### src/rtl/uart_tx_scheduler.sv
// Two-requester UART transmitter: per-requester holding registers, round-robin grant, 8N1 framing.
// Define UART_TX_PARITY_EN to insert an even-parity bit between the data bits and the stop bit.
module uart_tx_scheduler #(
  parameter int CLKS_PER_BIT = 5208
) (
  input  logic       clk_raw,
  input  logic       rst_n,
  input  logic       req0_valid,
  input  logic [7:0] req0_data,
  output logic       req0_ready,
  input  logic       req1_valid,
  input  logic [7:0] req1_data,
  output logic       req1_ready,
  output logic       tx,
  output logic       busy,
  output logic       grant_id,
  output logic       frame_done
);

  localparam int BW = (CLKS_PER_BIT > 1) ? $clog2(CLKS_PER_BIT) : 1;
  localparam logic [BW-1:0] BAUD_LAST = BW'(CLKS_PER_BIT - 1);

  typedef enum logic [2:0] {
    S_IDLE,
    S_LOAD,
    S_START,
    S_DATA,
`ifdef UART_TX_PARITY_EN
    S_PARITY,
`endif
    S_STOP
  } state_t;

  state_t        state_q, state_d;
  logic          full0_q, full1_q;
  logic [7:0]    hold0_q, hold1_q;
  logic [7:0]    shift_q;
  logic [BW-1:0] baud_q;
  logic [2:0]    bit_q;
  logic          grant_q, grant_d;
  logic          prio_q, prio_d;
  logic          load;
  logic          bit_end;

  assign req0_ready = ~full0_q;
  assign req1_ready = ~full1_q;
  assign grant_id   = grant_q;
  assign bit_end    = (baud_q == BAUD_LAST);

  // NOTE: every signal written here gets a default first, so no path can infer a latch.
  always_comb begin
    state_d    = state_q;
    grant_d    = grant_q;
    prio_d     = prio_q;
    load       = 1'b0;
    tx         = 1'b1;
    busy       = 1'b0;
    frame_done = 1'b0;
    case (state_q)
      S_IDLE: begin
        if (full0_q || full1_q) begin
          grant_d = (full0_q && full1_q) ? prio_q : full1_q;
          prio_d  = ~grant_d;
          state_d = S_LOAD;
        end
      end
      S_LOAD: begin
        load    = 1'b1;
        state_d = S_START;
      end
      S_START: begin
        tx   = 1'b0;
        busy = 1'b1;
        if (bit_end) state_d = S_DATA;
      end
      S_DATA: begin
        tx   = shift_q[0];
        busy = 1'b1;
        if (bit_end && bit_q == 3'd7) begin
`ifdef UART_TX_PARITY_EN
          state_d = S_PARITY;
`else
          state_d = S_STOP;
`endif
        end
      end
`ifdef UART_TX_PARITY_EN
      // The shift register rotates, so after 8 bits it holds the original byte again.
      S_PARITY: begin
        tx   = ^shift_q;
        busy = 1'b1;
        if (bit_end) state_d = S_STOP;
      end
`endif
      S_STOP: begin
        busy = 1'b1;
        if (bit_end) begin
          frame_done = 1'b1;
          state_d    = S_IDLE;
        end
      end
      default: state_d = S_IDLE;
    endcase
  end

  // NOTE: sequential state uses non-blocking assignments so every register samples pre-edge values.
  always_ff @(posedge clk_raw) begin
    if (!rst_n) begin
      state_q <= S_IDLE;
      grant_q <= 1'b0;
      prio_q  <= 1'b0;
      full0_q <= 1'b0;
      full1_q <= 1'b0;
      baud_q  <= '0;
      bit_q   <= '0;
    end else begin
      state_q <= state_d;
      grant_q <= grant_d;
      prio_q  <= prio_d;

      if (req0_valid && !full0_q)  full0_q <= 1'b1;
      else if (load && !grant_q)   full0_q <= 1'b0;

      if (req1_valid && !full1_q)  full1_q <= 1'b1;
      else if (load && grant_q)    full1_q <= 1'b0;

      if (busy) baud_q <= bit_end ? '0 : baud_q + BW'(1);
      else      baud_q <= '0;

      if (state_q == S_DATA && bit_end) bit_q <= bit_q + 3'd1;
      else if (state_q != S_DATA)       bit_q <= '0;
    end
  end

  // NOTE: data registers carry no reset; their contents are only consumed behind full flags and the FSM.
  always_ff @(posedge clk_raw) begin
    if (req0_valid && !full0_q) hold0_q <= req0_data;
    if (req1_valid && !full1_q) hold1_q <= req1_data;
    if (load)                             shift_q <= grant_q ? hold1_q : hold0_q;
    else if (state_q == S_DATA && bit_end) shift_q <= {shift_q[0], shift_q[7:1]};
  end

endmodule

### config.mk
export PLATFORM = sky130hd
export DESIGN_NAME = uart_tx_scheduler
export DESIGN_NICKNAME = d
export VERILOG_FILES = /design/src/rtl/uart_tx_scheduler.sv
export SDC_FILE = /design/constraint.sdc
export NUM_CORES = 1
export LEC_CHECK = 0
export ABC_CLOCK_PERIOD_IN_PS = 3040
export CAP_MARGIN = 20
export CORE_AREA = 2 2 70 72
export CTS_CLUSTER_DIAMETER = 200
export DETAILED_ROUTE_END_ITERATION = 7
export DIE_AREA = 0 0 72 74
export DONT_BUFFER_PORTS = 1
export GPL_ROUTABILITY_DRIVEN = 0
export GPL_TIMING_DRIVEN = 1
export PLACE_DENSITY = 0.61
export REMOVE_ABC_BUFFERS = 1
export SLEW_MARGIN = 20
export SYNTH_ARGS = -nofsm -noshare
export SYNTH_HDL_FRONTEND = slang
export SYNTH_SLANG_ARGS = --single-unit
### constraint.sdc
create_clock -name clk_raw -period 3.04 [get_ports clk_raw]
set_input_delay 0.456 -clock clk_raw [delete_from_list [all_inputs] [get_ports clk_raw]]
set_output_delay 0.456 -clock clk_raw [all_outputs]
set_load 0.02 [all_outputs]
==> qor.yml <==
portBuffers: 0
grt_pass1_wl_um: 5800
cts_root_buffer: "clkbuf_8"
cts_tree: "done"
seq_area_frac_synth_pct: 59.0
fin_setup_tns_ns: 0
synth-edff-count: 24
critPathKind: "flop to output pin"
p_seq_share_pct: 60.4
power.switching_uw: 315
antenna_found_initial: 0
vdd_drop_max_mv: 0.205
drc: 0
rows: 25
async_reset_ff_share_pct: 0
routed_wl_um: 3440
finClkSkew_ns: 0.00992
swShare_pct: 25.2
yosysMostFrequentCell: "edfxtp_1"
layout-drive-gt1-share_pct: 12.0
hp-class: "input pin to flop"
cp.required_ns: 2.58
combPwrFrac_pct: 11.0
die_h_um: 74
syn_inst: 170
synth_top_area_cell: "edfxtp_1"
clock-sinks: 47
worstSetupEndpointType: "output pin"
antenna_left: 0
rrSetupSlack_ns: 1.07
dr.pass1.iters: 4
status: "complete, no violations"
core-area_mm2: 0.00460
cts_buffer_depth: 2
clk_pin_slew_ns: 0.08
grt_pass1_vias: 1252
yosys_register_bits: 47
vias: 1254
p_int_uw: 934
cts_hold_buf: 0
ctsResizeCount: 0
fmax_mhz: 454
fin_crit_ns: 2.20
n_fill_cell: 426
setup_viol: 0
final_nets: 197
grt_max_degree: 20
path_max_fanout: 4
synth_cell_types: 35
synth_flop_cell: "edfxtp_1"
cp-start-kind: "flop"
die-area_mm2: 0.00533
synth_area_mm2: 0.00200
ys_warn_count: 0
hold_ws_ns: 0.252
clkLatencyLatePin_ns: 0.29
clkPwrFrac_pct: 28.6
p_leak_nw: 0.730
floorplan.initialDensity_pct: 43.5
num_antenna_cells: 0
area_delta_synth_final_pct: 6.38
drv_cap: 0
num_io_pins: 26
numCtsBuffers: 5
hold_viol: 0
place_hpwl_um: 2440
drt_iter0_markers: 87
grt_use_total_pct: 14.4
fin_total_pwr_mw: 1.25
rsz0062_at_grt: "no"
synth.area.top_cells: "edfxtp_1 36%, dfxtp_1 23%, mux2i_1 5.0%"
htree_levels: 2
cp-startpoint: "baud_q[9]"
hp-start: "req1_data[0]"
max_slew.worst_pin.slew_ns: 0.771
synth_area_per_cell_um2: 11.8
arrival_ns: 1.75
max_slew_margin_pct: 48.5
die_w_um: 72
drv_slew: 0
synthTopCellsByCount: "24 x edfxtp_1, 23 x dfxtp_1, 18 x nor2_1"
overflow: 0
viasPerCell: 5.48
r2r-start: "baud_q[9]"
avgRoutedWirePerCell_um: 15.0
p_per_area_mw_per_mm2: 587
synth_top_area_share_pct: 36.0
cts_setup_buffers: 0
finalCritPeriodShare_pct: 72.4
[placed cells by master, fill, tap and decap left out]
master      n
xor2_1     10
edfxtp_1   24
nand4b_1    1
and3_1      2
mux2i_1    10
a311oi_1    1
nand4bb_1   1
nor2_1     18
and4_1      3
a32oi_1     2
nand4_1     5
a31oi_1     2
nand2b_1    2
xnor2_1     3
dfxtp_1    23
nand3_1     7
nand3b_4    1
a41oi_1     1
a21oi_1     9
nor3_4      1
ha_1        3
clkbuf_1    3
inv_1       5
and2_1      1
nor4_1      1
a21o_1      1
clkbuf_8    5
a31o_2      1
buf_4       2
o21ai_0     3
nor2b_1     3
or4b_4      1
or3_1       1
nor2_2     10
nand2_1     8
nor3_1      1
[flip-flops by register name (all words and copies together) (netlist names)]
| name | count |
|---|---|
| state_q | 3 |
| hold1_q | 8 |
| baud_q | 13 |
| bit_q | 3 |
| prio_q | 1 |
| grant_id | 1 |
| hold0_q | 8 |
| full1_q | 1 |
| shift_q | 8 |
| full0_q | 1 |
[worst paths after layout]
kind                end  depth (start not counted)
max          frame_done                          3
min          hold1_q[0]                          0
max reg2reg  shift_q[3]                          3
min reg2reg   baud_q[0]                          1
[kinds of logic after synthesis]
| kind of cell | synth area share (%) |
|---|---|
| compound gates | 6.19 |
| fa+ha+maj | 1.88 |
| mux | 5.00 |
| buf+inv | 2.69 |
| xor+xnor | 5.69 |
| simple gates | 19.5 |
| flops | 59.0 |
[cell type report]
| cell class | count | area, µm² | share of cell area, % |
|---|---|---|---|
| multi-input cells | 113 | 766 | 36.0 |
| well taps | 54 | 67.6 | 3.17 |
| flip-flops and latches | 47 | 1180 | 55.5 |
| clock buffers | 8 | 80.1 | 3.76 |
| inverters | 5 | 18.8 | 0.882 |
| repair buffers | 2 | 15.0 | 0.705 |
[critical path, cell delays in order, from the launching register on]
cell,delay [ns]
dfxtp_1,0.34
or4b_4,0.57
nor4_1,0.34
buf_4,0.20
[layer usage]
metal | global-route usage [%] | routed length, µm | up-vias
li1 | - | - | 622
met1 | 17.2 | 1500 | 602
met2 | 24.2 | 1720 | 28
met3 | 5.15 | 188 | 2
met4 | 5.66 | 22 | 0
met5 | 0 | 0 | -
[power by group through the flow]
stage          Clock (mW)  Sequential [mW]  Combinational [mW]
3_3_place_gp            0            0.768               0.132
6_report            0.357            0.755               0.137
2_1_floorplan           0            0.761               0.109
3_5_place_dp            0            0.770               0.139
5_1_grt             0.395            0.762               0.157
4_1_cts             0.364            0.756               0.140
[through the flow]
| step | util (%) | setup slack [ns] | area, µm² | std cells |
|---|---|---|---|---|
| after floorplan | - | 0.972 | 1970 | 165 |
| after global placement | 44.5 | 1.12 | 2050 | 221 |
| after detailed placement | 44.5 | 1.06 | 2050 | 221 |
| after CTS | 46.3 | 0.825 | 2130 | 229 |
| after global routing | 46.3 | 0.709 | 2130 | 229 |
| final | 46.3 | 0.839 | 2130 | 229 |
Power figures use the tool's default switching activity.
